$ cat config.mk
export PLATFORM = sky130hd
export DESIGN_NAME = uart_controller
export DESIGN_NICKNAME = d
export VERILOG_FILES = /design/src/rtl/uart_controller.sv
export SDC_FILE = /design/constraint.sdc
export NUM_CORES = 1
export LEC_CHECK = 0
export CORE_MARGIN = 5
export CORE_UTILIZATION = 41
export DETAILED_ROUTE_END_ITERATION = 8
export PLACE_DENSITY = 0.66
export SLEW_MARGIN = 10
export SYNTH_ARGS = -nofsm -noshare
export SYNTH_HDL_FRONTEND = slang
export SYNTH_SLANG_ARGS = --single-unit
$ cat constraint.sdc
create_clock -name clk -period 3.3 [get_ports clk]
set_input_delay 0.66 -clock clk [delete_from_list [all_inputs] [get_ports clk]]
set_output_delay 0.66 -clock clk [all_outputs]
set_load 0.005 [all_outputs]
$ cat src/rtl/uart_controller.sv
// 8N1 UART receiver plus "set rpm" frame parser for the motor PID block.
// Each parsed channel/value pair becomes a one-cycle strobe carrying a signed setpoint.
module uart_controller #(
   parameter int          DATA_WIDTH = 16,
   parameter int unsigned NUM_CHN    = 4,
   parameter int          CLK_FREQ   = 27_000_000,
   parameter int          BAUD_RATE  = 115200,
   localparam int         CHN_WIDTH  = 3
) (
   input  logic                         clk,
   input  logic                         rst,
   input  logic                         uart_rx,
   output logic                         tr_valid_o,
   output logic [CHN_WIDTH-1:0]         tr_chn_o,
   output logic signed [DATA_WIDTH-1:0] tr_data_o
);

   localparam int BAUD_CLK = CLK_FREQ / BAUD_RATE;
   localparam int HALF_CLK = BAUD_CLK / 2;
   localparam int CNT_W    = $clog2(BAUD_CLK + 1);

   localparam logic [7:0] CMD_SET_RPM = 8'h91;
   localparam logic [7:0] END_FRAME   = 8'hFF;

   typedef enum logic [1:0] {
      RX_IDLE,
      RX_START,
      RX_DATA,
      RX_STOP
   } rx_state_t;

   typedef enum logic [1:0] {
      WAIT_CMD,
      WAIT_HI,
      WAIT_LO
   } parse_state_t;

   // 13-bit payload {hi[4:0], lo[7:0]} is two's complement; widen with sign.
   function automatic logic signed [DATA_WIDTH-1:0] sext_13(input logic [12:0] v);
      logic signed [12:0] s;
      s = $signed(v);
      return DATA_WIDTH'(s);
   endfunction

   // ---- stage p0/p1: input synchroniser and falling-edge detect ----
   logic rx_p0;
   logic rx_p1;
   logic rx_prev;
   logic rx_fall;

   always_ff @(posedge clk or posedge rst) begin
      if (rst) begin
         rx_p0   <= 1'b1;
         rx_p1   <= 1'b1;
         rx_prev <= 1'b1;
      end else begin
         rx_p0   <= uart_rx;
         rx_p1   <= rx_p0;
         rx_prev <= rx_p1;
      end
   end

   assign rx_fall = rx_prev & ~rx_p1;

   // ---- receiver FSM ----
   rx_state_t        rx_state_q;
   rx_state_t        rx_state_d;
   logic [CNT_W-1:0] cnt_q;
   logic [2:0]       bit_idx_q;
   logic [7:0]       shreg;
   logic             cnt_clr;
   logic             shift_en;
   logic             rx_done;
   logic             half_tick;
   logic             baud_tick;

   assign half_tick = (cnt_q == CNT_W'(HALF_CLK - 1));
   assign baud_tick = (cnt_q == CNT_W'(BAUD_CLK - 1));

   always_ff @(posedge clk or posedge rst) begin
      if (rst) begin
         rx_state_q <= RX_IDLE;
      end else begin
         rx_state_q <= rx_state_d;
      end
   end

   always_comb begin
      rx_state_d = rx_state_q;
      cnt_clr    = 1'b0;
      shift_en   = 1'b0;
      rx_done    = 1'b0;
      case (rx_state_q)
         RX_IDLE: begin
            cnt_clr = 1'b1;
            if (rx_fall) begin
               rx_state_d = RX_START;
            end
         end
         RX_START: begin
            // Line must still be low at mid start bit, otherwise it was a glitch.
            if (half_tick) begin
               cnt_clr    = 1'b1;
               rx_state_d = rx_p1 ? RX_IDLE : RX_DATA;
            end
         end
         RX_DATA: begin
            if (baud_tick) begin
               cnt_clr  = 1'b1;
               shift_en = 1'b1;
               if (bit_idx_q == 3'd7) begin
                  rx_state_d = RX_STOP;
               end
            end
         end
         RX_STOP: begin
            // A low stop bit is a framing error: the byte is silently dropped.
            if (baud_tick) begin
               cnt_clr    = 1'b1;
               rx_done    = rx_p1;
               rx_state_d = RX_IDLE;
            end
         end
         default: begin
            rx_state_d = RX_IDLE;
         end
      endcase
   end

   always_ff @(posedge clk or posedge rst) begin
      if (rst) begin
         cnt_q     <= '0;
         bit_idx_q <= '0;
      end else begin
         cnt_q <= cnt_clr ? '0 : cnt_q + CNT_W'(1);
         if (rx_state_q != RX_DATA) begin
            bit_idx_q <= '0;
         end else if (shift_en) begin
            bit_idx_q <= bit_idx_q + 3'd1;
         end
      end
   end

   always_ff @(posedge clk) begin
      if (shift_en) begin
         shreg <= {rx_p1, shreg[7:1]};
      end
   end

   // ---- parser FSM ----
   parse_state_t p_state_q;
   parse_state_t p_state_d;
   logic [1:0]   chn_p0;
   logic [4:0]   hi_p0;
   logic         load_hi;
   logic         emit;
   logic         chn_ok;

   assign chn_ok = ({30'd0, chn_p0} < 32'(NUM_CHN));

   always_ff @(posedge clk or posedge rst) begin
      if (rst) begin
         p_state_q <= WAIT_CMD;
      end else begin
         p_state_q <= p_state_d;
      end
   end

   always_comb begin
      p_state_d = p_state_q;
      load_hi   = 1'b0;
      emit      = 1'b0;
      if (rx_done) begin
         case (p_state_q)
            WAIT_CMD: begin
               if (shreg == CMD_SET_RPM) begin
                  p_state_d = WAIT_HI;
               end
            end
            WAIT_HI: begin
               if (shreg == END_FRAME) begin
                  p_state_d = WAIT_CMD;
               end else if (!shreg[7]) begin
                  load_hi   = 1'b1;
                  p_state_d = WAIT_LO;
               end else if (shreg == CMD_SET_RPM) begin
                  p_state_d = WAIT_HI;
               end else begin
                  p_state_d = WAIT_CMD;
               end
            end
            WAIT_LO: begin
               // Every byte here is payload, 8'hFF included.
               emit      = chn_ok;
               p_state_d = WAIT_HI;
            end
            default: begin
               p_state_d = WAIT_CMD;
            end
         endcase
      end
   end

   always_ff @(posedge clk) begin
      if (load_hi) begin
         chn_p0 <= shreg[6:5];
         hi_p0  <= shreg[4:0];
      end
   end

   // ---- stage p1: registered setpoint outputs, held between strobes ----
   always_ff @(posedge clk or posedge rst) begin
      if (rst) begin
         tr_valid_o <= 1'b0;
         tr_chn_o   <= '0;
         tr_data_o  <= '0;
      end else begin
         tr_valid_o <= emit;
         if (emit) begin
            tr_chn_o  <= CHN_WIDTH'(chn_p0);
            tr_data_o <= sext_13({hi_p0, shreg});
         end
      end
   end

endmodule

==> reports/metrics.cfg, run 1 <==
[finish]
areaGrowthSynthToFinish_pct = 16.14
fin_nets = 178
final_area_mm2 = 0.002440
final_layout_size_suffix_gt1_frac = 0.1871
antennaDiodeCount = 0

[timing]
rsz0062_at_grt = false
setup_viol = 0
fmax_mhz = 443.1
worst_pin_slew_ns = 0.8312
maxSlewViolCount = 0
worst_slack_ns = 1.043
min_period_over_period = 0.6839
timing.hold.ws_ns = 0.3595
post-route-min-period_ns = 2.257
slew_headroom = 0.4416
clock_skew_ns = 0.008233
setup_tns_ns = 0
hold_viol = 0

[logic_synthesis]
syn-num-nets = 157
synth_top_area_frac = 0.3693
yosysMostFrequentCell = dfrtp_1
synth_common_cells = dfrtp_1 (31), edfxtp_1 (15), mux2_4 (10)
synth_area_mm2 = 0.002101
yosysSeqAreaShare = 0.6212
netlist_instances = 149
yosysTopAreaCell = dfrtp_1
async_reset_ff_frac = 0.6939
ys_types = 44
netlist_top_cells_area = dfrtp_1 (37%), edfxtp_1 (21%), mux2_4 (7.1%)
ys_warn_count = 0
synth_edf_count = 15
syn_avg_cell_area_um2 = 14.10
ys_ff_latch = 49
ys.flop_type = dfrtp_1

[worst_setup_path]
cp-end-kind = register
crit_type = reg2reg
r2r-start = cnt_q[1]
crit_path_start_kind = register
crit_start = cnt_q[1]
worstPathMaxFanout = 7
arrival_ns = 2.20
r2r_slack_ns = 1.04
reg2reg_depth = 5
r2r_end = hi_p0[1]
critPathRequiredTime_ns = 3.24

[clock_tree]
htreeDepth = 2
cts_buffers = 5
clock_sinks = 49
clock_path_buffers = 2
post-cts-setup-buffers = 0
ctsResizeCount = 0
cts_tree = done
clk_latency_ns = 0.30
holdBufCountCts = 0
cts_root_buf = clkbuf_8
clk_pin_slew_worst_paths_ns = 0.09

[place]
gp_congestion = 0.8553
placed_area_mm2 = 0.002350
io_buffers = 21
dp_hpwl_um = 2510
dp_slack_ns = 1.048

[power]
p_leak_nw = 1.030
power_density_mw_per_mm2 = 469.3
ir_drop_v = 0.0003755
finalPower_mw = 1.145

[drt]
wl_um = 3497
drtPass1Iterations = 4
vias = 1242
via_per_inst = 5.154
drc_errors = 0
drt_iter0_markers = 92
wl_per_cell_um = 14.51
ant_nets = 0

[global_routing]
grt_max_degree = 35
antenna_found_initial = 0
grt_pass1_vias = 1269
overflow = 0
track_usage = 0.1223
grt_pass1_wl_um = 6058

[floorplanning]
rows = 26
core_mm2 = 0.005042
die-width_um = 81.58
start_util = 0.4166
die_y_um = 81.58
io_pins = 23
die_area_mm2 = 0.006655

[run]
maxCapViolCount = 0

[min_path]
whs_path_depth = 0
worstHoldEndpoint = rx_p1
hp-start = rx_p0
hold_class = reg2reg

[run_status]
status = finished clean

==> layer usage <==
metal | global-route usage | wire, µm | up-vias
met3 | 0.04276 | 179 | 8
met2 | 0.2044 | 1798 | 30
met4 | 0.05482 | 89 | 0
met1 | 0.1414 | 1430 | 610
li1 | - | - | 594
met5 | 0 | 0 | -
==> report_power, final <==
group | internal (mW) | switching (mW) | leakage [nW]
combinational | 0.0497 | 0.0617 | 0.390
sequential | 0.646 | 0.0380 | 0.596
clock | 0.150 | 0.199 | 0.0445
==> flip-flops by register name, summed over array words and instances, names as in the netlist, named ones only <==
signal,cells
tr_data_o,13
cnt_q,8
shreg,8
hi_p0,5
bit_idx_q,3
chn_p0,2
p_state_q,2
tr_chn_o,2
rx_p0,1
rx_p1,1
rx_prev,1
rx_state_q,1
tr_valid_o,1
==> worst max-delay path by stage <==
stage	endpoint	slack (ns)
after global routing	hi_p0[1]	0.92
after global placement	hi_p0[1]	1.11
after detailed placement	chn_p0[0]	1.05
after CTS	chn_p0[0]	1.03
final	hi_p0[1]	1.04
after floorplan	chn_p0[0]	1.32
==> critical path, stage by stage (launching register included) <==
cell and delay [ns]:
dfrtp_1 0.42, inv_1 0.09, ha_1 0.16, and3b_1 0.34, nand3_1 0.18, nor3_1 0.71
==> placed cells by master (no fill, tap or decap), types with 2 or more instances in the layout <==
cell             instances
inv_1                    4
mux2_4                  10
o21ai_0                  5
clkdlybuf4s50_1         21
nor4b_1                  2
ha_1                     5
and4b_1                  2
o31ai_1                  2
nor3_1                   2
nand4_1                  3
clkbuf_8                 5
nand3_1                  7
mux2_2                   6
xor2_1                   2
or3_1                    3
a22oi_1                  3
edfxtp_1                15
a21oi_1                  7
nor2b_1                  2
dfstp_2                  3
dfrtp_1                 31
buf_4                    2
nand2b_1                 2
nand2_1                  4
==> through the flow <==
| step | instances | utilization |
|---|---|---|
| 2_1_floorplan | 149 | - |
| 3_3_place_gp | 233 | 0.4660 |
| 3_5_place_dp | 233 | 0.4660 |
| 4_1_cts | 241 | 0.4839 |
| 5_1_grt | 241 | 0.4839 |
| 6_report | 241 | 0.4839 |
==> logic make-up after synthesis <==
| logic type | count (synthesis) | synth area share |
|---|---|---|
| DFF | 49 | 0.6212 |
| and+or+nand+nor | 38 | 0.1221 |
| AOI/OAI and AO/OA | 24 | 0.07147 |
| muxes | 16 | 0.1036 |
| buffers and inverters | 13 | 0.03752 |
| adders and majority gates | 5 | 0.02978 |
| xor gates and xnor gates | 3 | 0.01251 |
| other | 1 | 0.001785 |
==> final cells by class <==
cell class | instances | area, µm²
clock buffers | 5 | 68.82
repair buffers | 23 | 225.2
inverters | 4 | 15.01
fillers | 463 | 2603
clock inverters | 3 | 21.27
multi-input cells | 87 | 716.9
well taps | 70 | 87.58
flip-flops and latches | 49 | 1305
Note: power is estimated with default switching activity, not from simulation.
==> run 2: changes to the inputs <==
==> constraint.sdc (replaced) <==
create_clock -name clk -period 2.3 [get_ports clk]
set_input_delay 0.46 -clock clk [delete_from_list [all_inputs] [get_ports clk]]
set_output_delay 0.46 -clock clk [all_outputs]
set_load 0.005 [all_outputs]
==> run 2 against run 1 <==
Clock skew is essentially flat. Design area is 0.20% higher. Via count decreased by 1.1%. Utilization rose by 0.099 points. Fmax up 20%.
==> reports/metrics.cfg, run 2 (synthesized netlist as in run 1, its figures left out) <==
[global_routing]
antenna_found_initial = 0  ; unchanged
overflow = 0  ; unchanged
track_usage = 0.1184  ; -0.003859
grt_max_degree = 35  ; unchanged
grt_pass1_wl_um = 6003  ; -0.91%
grt_pass1_vias = 1278  ; +0.71%

[finish]
fin_nets = 179  ; +0.56%
top_register = tr_data_o
stdcell_count = 242  ; +0.41%
reg_top3 = tr_data_o x13, cnt_q x8, shreg x8
areaGrowthSynthToFinish_pct = 16.38
final_common_cell = dfrtp_1
final_layout_size_suffix_gt1_frac = 0.1860  ; -0.001088
final_area_mm2 = 0.002445  ; +0.20%
final_cell_mix = dfrtp_1 (31), clkdlybuf4s50_1 (21), edfxtp_1 (15), mux2_4 (10)
antennaDiodeCount = 0  ; unchanged
largest_reg_flops = 13  ; unchanged
nFillCells = 445  ; -3.9%

[drt]
via_per_inst = 5.074  ; -1.5%
drtPass1Iterations = 4  ; unchanged
vias = 1228  ; -1.1%
wl_per_cell_um = 14.41  ; -0.67%
ant_nets = 0  ; unchanged
drt_iter0_markers = 89  ; -3.3%
wl_um = 3488  ; -0.26%
drc_errors = 0  ; unchanged

[floorplanning]
start_util = 0.4166  ; unchanged
io_pins = 23  ; unchanged
die_y_um = 81.58  ; unchanged
die-width_um = 81.58  ; unchanged
core_mm2 = 0.005042  ; unchanged
die_area_mm2 = 0.006655  ; unchanged
rows = 26  ; unchanged

[place]
io_buffers = 21  ; unchanged
placed_area_mm2 = 0.002357  ; +0.32%
gp_congestion = 0.7904  ; -7.6%
dp_hpwl_um = 2479  ; -1.2%
dp_slack_ns = 0.4089  ; -0.6393 ns
dp_cells = 234  ; +0.43%

[clock_tree]
cts_tree = done
htreeDepth = 2  ; unchanged
cts_buffers = 5  ; unchanged
cts_root_buf = clkbuf_8
post-cts-setup-buffers = 0  ; unchanged
clk_latency_ns = 0.30  ; about the same
clock_path_buffers = 2  ; unchanged
holdBufCountCts = 0  ; unchanged
clock_sinks = 49  ; unchanged
ctsResizeCount = 0  ; unchanged
clk_pin_slew_worst_paths_ns = 0.08  ; about the same

[timing]
rsz0062_at_grt = false
worst_slack_ns = 0.4230  ; -0.6201 ns
maxSlewViolCount = 0  ; unchanged
worst_pin_slew_ns = 0.6415  ; -0.1898 ns
setup_viol = 0  ; unchanged
post-route-min-period_ns = 1.877  ; -0.3799 ns
fmax_mhz = 532.8  ; +20%
timing.hold.ws_ns = 0.3590  ; -0.0005370 ns
min_period_over_period = 0.8161  ; +0.1322
slew_headroom = 0.5695  ; +0.1279
hold_viol = 0  ; unchanged
clock_skew_ns = 0.008509  ; +0.0002757 ns
setup_tns_ns = 0  ; unchanged

[worst_setup_path]
reg2reg_depth = 5  ; unchanged
critPathRequiredTime_ns = 2.49  ; -0.75 ns
worstPathMaxFanout = 15  ; +8
cp-end-kind = register
arrival_ns = 2.07  ; -0.13 ns
crit_type = reg2reg
crit_path_start_kind = register

[min_path]
whs_path_depth = 0  ; unchanged
hold_class = reg2reg

[run]
maxCapViolCount = 0  ; unchanged

[power]
p_leak_nw = 1.028  ; -0.16%
power_density_mw_per_mm2 = 661.6  ; +41%
ir_drop_v = 0.0004658  ; +24%

[run_status]
status = finished clean

run 2: cell count changes in the layout (fill, tap and decap cells not counted), sizes merged:
cell and change:
buf +1, inv -1, clkinv -1, clkinvlp +1
clkbuf +1
run 2: stage by stage:
step / power (mW) / util
4_1_cts: 1.639 / 0.4849
2_1_floorplan: 1.116 / -
6_report: 1.618 / 0.4849
5_1_grt: 1.710 / 0.4849
3_3_place_gp: 1.143 / 0.4675
3_5_place_dp: 1.152 / 0.4675
run 2: routing by layer:
| layer | global-route usage | wire length, µm |
|---|---|---|
| met1 | 0.1417 | 1505 |
| met2 | 0.2028 | 1760 |
| met3 | 0.03289 | 171 |
| met4 | 0.04485 | 51 |
| met5 | 0 | 0 |
run 2: path summary, 6_finish.rpt:
| path | slack, ns | end | from |
|---|---|---|---|
| min | 0.36 | rx_p1 | rx_p0 |
| min in group asynchronous | 0.55 | tr_data_o[5] | rst |
| max | 0.42 | tr_data_o[0] | cnt_q[1] |
| max in group asynchronous | 1.41 | rx_p0 | rst |
| max reg2reg | 0.42 | tr_data_o[0] | cnt_q[1] |
| min reg2reg | 0.36 | rx_p1 | rx_p0 |
run 2: layout make-up:
type | count | area [µm²] | area share
sequential | 49 | 1305 | 0.5338
multi-input combinational | 87 | 716.9 | 0.2932
timing repair buffer | 24 | 232.7 | 0.09519
tap | 70 | 87.58 | 0.03582
clock buffer | 6 | 72.57 | 0.02968
clock inverter | 2 | 15.01 | 0.006141
inverter | 4 | 15.01 | 0.006141
run 2: where the power goes:
part	total, mW	switching, mW	internal (mW)
sequential	0.979	0.0519	0.927
clock	0.487	0.272	0.214
combinational	0.152	0.0841	0.0677
run 2: worst max-delay path, cell delays in order, from the launching register on:
cell	delay, ns
dfrtp_1	0.41
inv_1	0.09
ha_1	0.15
and3b_1	0.33
nand4_4	0.37
mux2_4	0.40
==> run 3: changes to the inputs <==
--- a/config.mk
+++ b/config.mk
@@ -8,7 +8,7 @@
 export CORE_MARGIN = 5
 export CORE_UTILIZATION = 41
 export DETAILED_ROUTE_END_ITERATION = 8
-export PLACE_DENSITY = 0.66
+export PLACE_DENSITY = 0.68
 export SLEW_MARGIN = 10
 export SYNTH_ARGS = -nofsm -noshare
 export SYNTH_HDL_FRONTEND = slang
==> constraint.sdc (replaced) <==
create_clock -name clk -period 1.54 [get_ports clk]
set_input_delay 0.308 -clock clk [delete_from_list [all_inputs] [get_ports clk]]
set_output_delay 0.308 -clock clk [all_outputs]
set_load 0.005 [all_outputs]
==> run 3 against run 2 <==
The run now ends with negative setup slack left. Total power grew 90%. Sequential power rose by 46%. Routed wire length increased by 22%.
==> reports/metrics.cfg, run 3 (synthesized netlist as in run 1, its figures left out) <==
[timing]
hold_viol = 0  ; unchanged
setup_viol = 39  ; +39
post-route-min-period_ns = 1.630  ; -0.2474 ns
fmax_mhz = 613.7  ; +15%
worst_slack_ns = -0.08956  ; -0.5126 ns
min_period_over_period = 1.058  ; +0.2421
clock_skew_ns = 0.007065  ; -0.001443 ns
maxSlewViolCount = 0  ; unchanged
rsz0062_at_grt = true

[clock_tree]
clock_sinks = 49  ; unchanged
cts_tree = done
clk_latency_ns = 0.31  ; about the same
cts_buffers = 5  ; unchanged
clock_path_buffers = 2  ; unchanged
clk_pin_slew_worst_paths_ns = 0.09  ; about the same
htreeDepth = 2  ; unchanged
cts_root_buf = clkbuf_8
holdBufCountCts = 0  ; unchanged

[run_status]
violations = negative setup slack
status = complete, but fails checks

[power]
finalPower_mw = 3.076  ; +90%
p_leak_nw = 1.315  ; +28%
seqPwrFrac = 0.466  ; -0.139
p_clk_frac = 0.350  ; +0.049
intPower_mw = 2.326  ; +92%
sw_frac_of_total = 0.2439  ; -0.008597
p_sw_mw = 0.7504  ; +84%
ir_drop_v = 0.0006587  ; +41%
comb_power_share = 0.183  ; +0.089
power_density_mw_per_mm2 = 1049  ; +59%

[worst_setup_path]
worstPathMaxFanout = 7  ; -8
path_cells = inv_2 > ha_4 > and3b_2 > buf_6 > nand3_4 > nor3_4 > buf_12
crit_path_start_kind = register
critPathBufInv = 3  ; +2
reg2reg_depth = 7  ; +2
r2r-start = cnt_q[1]
critPathTopFamily = simple AND/OR/NAND/NOR gates
arrival_ns = 1.66  ; -0.41 ns
cpMaxStageDelayCell = dfrtp_1
critPathRequiredTime_ns = 1.57  ; -0.92 ns
cp-end-kind = register
r2r_slack_ns = -0.09  ; -0.51 ns
crit_path_max_incr_delay_ns = 0.39  ; -0.02 ns
r2r_end = hi_p0[2]
crit_type = reg2reg

[global_routing]
grt_pass1_wl_um = 7141  ; +19%
grt_pass1_vias = 1489  ; +17%
antenna_found_initial = 0  ; unchanged
track_usage = 0.1419  ; +0.02347
grt_max_degree = 35  ; unchanged
overflow = 0  ; unchanged

[drt]
drtPass1Iterations = 5  ; +1
vias = 1420  ; +16%
drt_iter0_markers = 44  ; -51%
via_per_inst = 5.164  ; +1.8%
ant_nets = 0  ; unchanged
wl_per_cell_um = 15.53  ; +7.7%
wl_um = 4270  ; +22%
drc_errors = 0  ; unchanged

[floorplanning]
die_area_mm2 = 0.006655  ; unchanged
die-width_um = 81.58  ; unchanged
die_y_um = 81.58  ; unchanged
start_util = 0.4166  ; unchanged
io_pins = 23  ; unchanged
core_mm2 = 0.005042  ; unchanged
rows = 26  ; unchanged

[finish]
areaGrowthSynthToFinish_pct = 39.55
finish.utilization = 0.5814  ; +0.09653
final_layout_size_suffix_gt1_frac = 0.4000  ; +0.2140
final_cell_mix = dfrtp_1 (31), buf_4 (26), clkdlybuf4s50_1 (16), edfxtp_1 (15), mux2_4 (10)
largest_reg_flops = 13  ; unchanged
top_register = tr_data_o
antennaDiodeCount = 0  ; unchanged
fin_nets = 212  ; +18%
reg_top3 = tr_data_o x13, cnt_q x8, shreg x8
final_common_cell = dfrtp_1

[min_path]
hold_class = in2async

[place]
io_buffers = 21  ; unchanged
dp_slack_ns = -0.1670  ; -0.5759 ns
dp_hpwl_um = 3015  ; +22%
gp_congestion = 0.8464  ; +7.1%

[run]
maxCapViolCount = 0  ; unchanged

run 3: cell type report:
class | count | area (µm²)
clock buffers | 5 | 68.82
clock inverters | 3 | 68.82
fillers | 389 | 2111
inverters | 4 | 15.01
multi-input cells | 88 | 842.1
flip-flops and latches | 49 | 1305
well taps | 70 | 87.58
repair buffers | 56 | 544.3
run 3: worst register-to-register path: stages, from the launching register on:
cell and delay, ns:
dfrtp_1 0.39, inv_2 0.08, ha_4 0.13, and3b_2 0.25, buf_6 0.13, nand3_4 0.07
nor3_4 0.16, buf_12 0.14
run 3: power groups by stage:
stage	combinational, mW	clock (mW)	sequential (mW)
finish	0.564	1.08	1.43
global route	0.608	1.14	1.44
CTS	0.517	1.10	1.43
detailed placement	0.380	0	1.45
global placement	0.363	0	1.45
floorplan	0.235	0	1.45
run 3: through the flow:
| step | TNS [ns] | instances | hold WS (ns) | cell area [µm²] |
|---|---|---|---|---|
| after global placement | -2.005 | 256 | 0.3459 | 2603 |
| after detailed placement | -5.200 | 256 | 0.3493 | 2603 |
| after CTS | -2.061 | 273 | 0.3489 | 2883 |
| after floorplan | -0.6037 | 149 | 0.3125 | 2153 |
| after global routing | -5.109 | 275 | 0.3674 | 2932 |
| final | -2.329 | 275 | 0.3455 | 2932 |
run 3: worst max path at each step:
stage / slack [ns] / to / start / depth (start not counted)
6_report: -0.09 / hi_p0[2] / cnt_q[1] / 7
5_1_grt: -0.15 / hi_p0[2] / cnt_q[1] / 7
4_1_cts: -0.08 / tr_data_o[1] / cnt_q[1] / 6
3_5_place_dp: -0.17 / tr_chn_o[0] / cnt_q[1] / 6
3_3_place_gp: -0.08 / shreg[4] / cnt_q[1] / 6
2_1_floorplan: -0.06 / tr_chn_o[0] / cnt_q[1] / 7
run 3: routing by layer:
layer,wire length [µm],share of wire,GRT usage
met1,1677,0.39,0.1483
met3,170,0.040,0.03728
met4,99,0.023,0.05150
met5,0,0,0
met2,2322,0.54,0.2704
run 3: timing repair:
item	CTS	global route
pin swaps	5	6
endpoints found under the setup margin	49	47
cloned	2	0
setup buffers	7	2
gates resized for setup	23	11
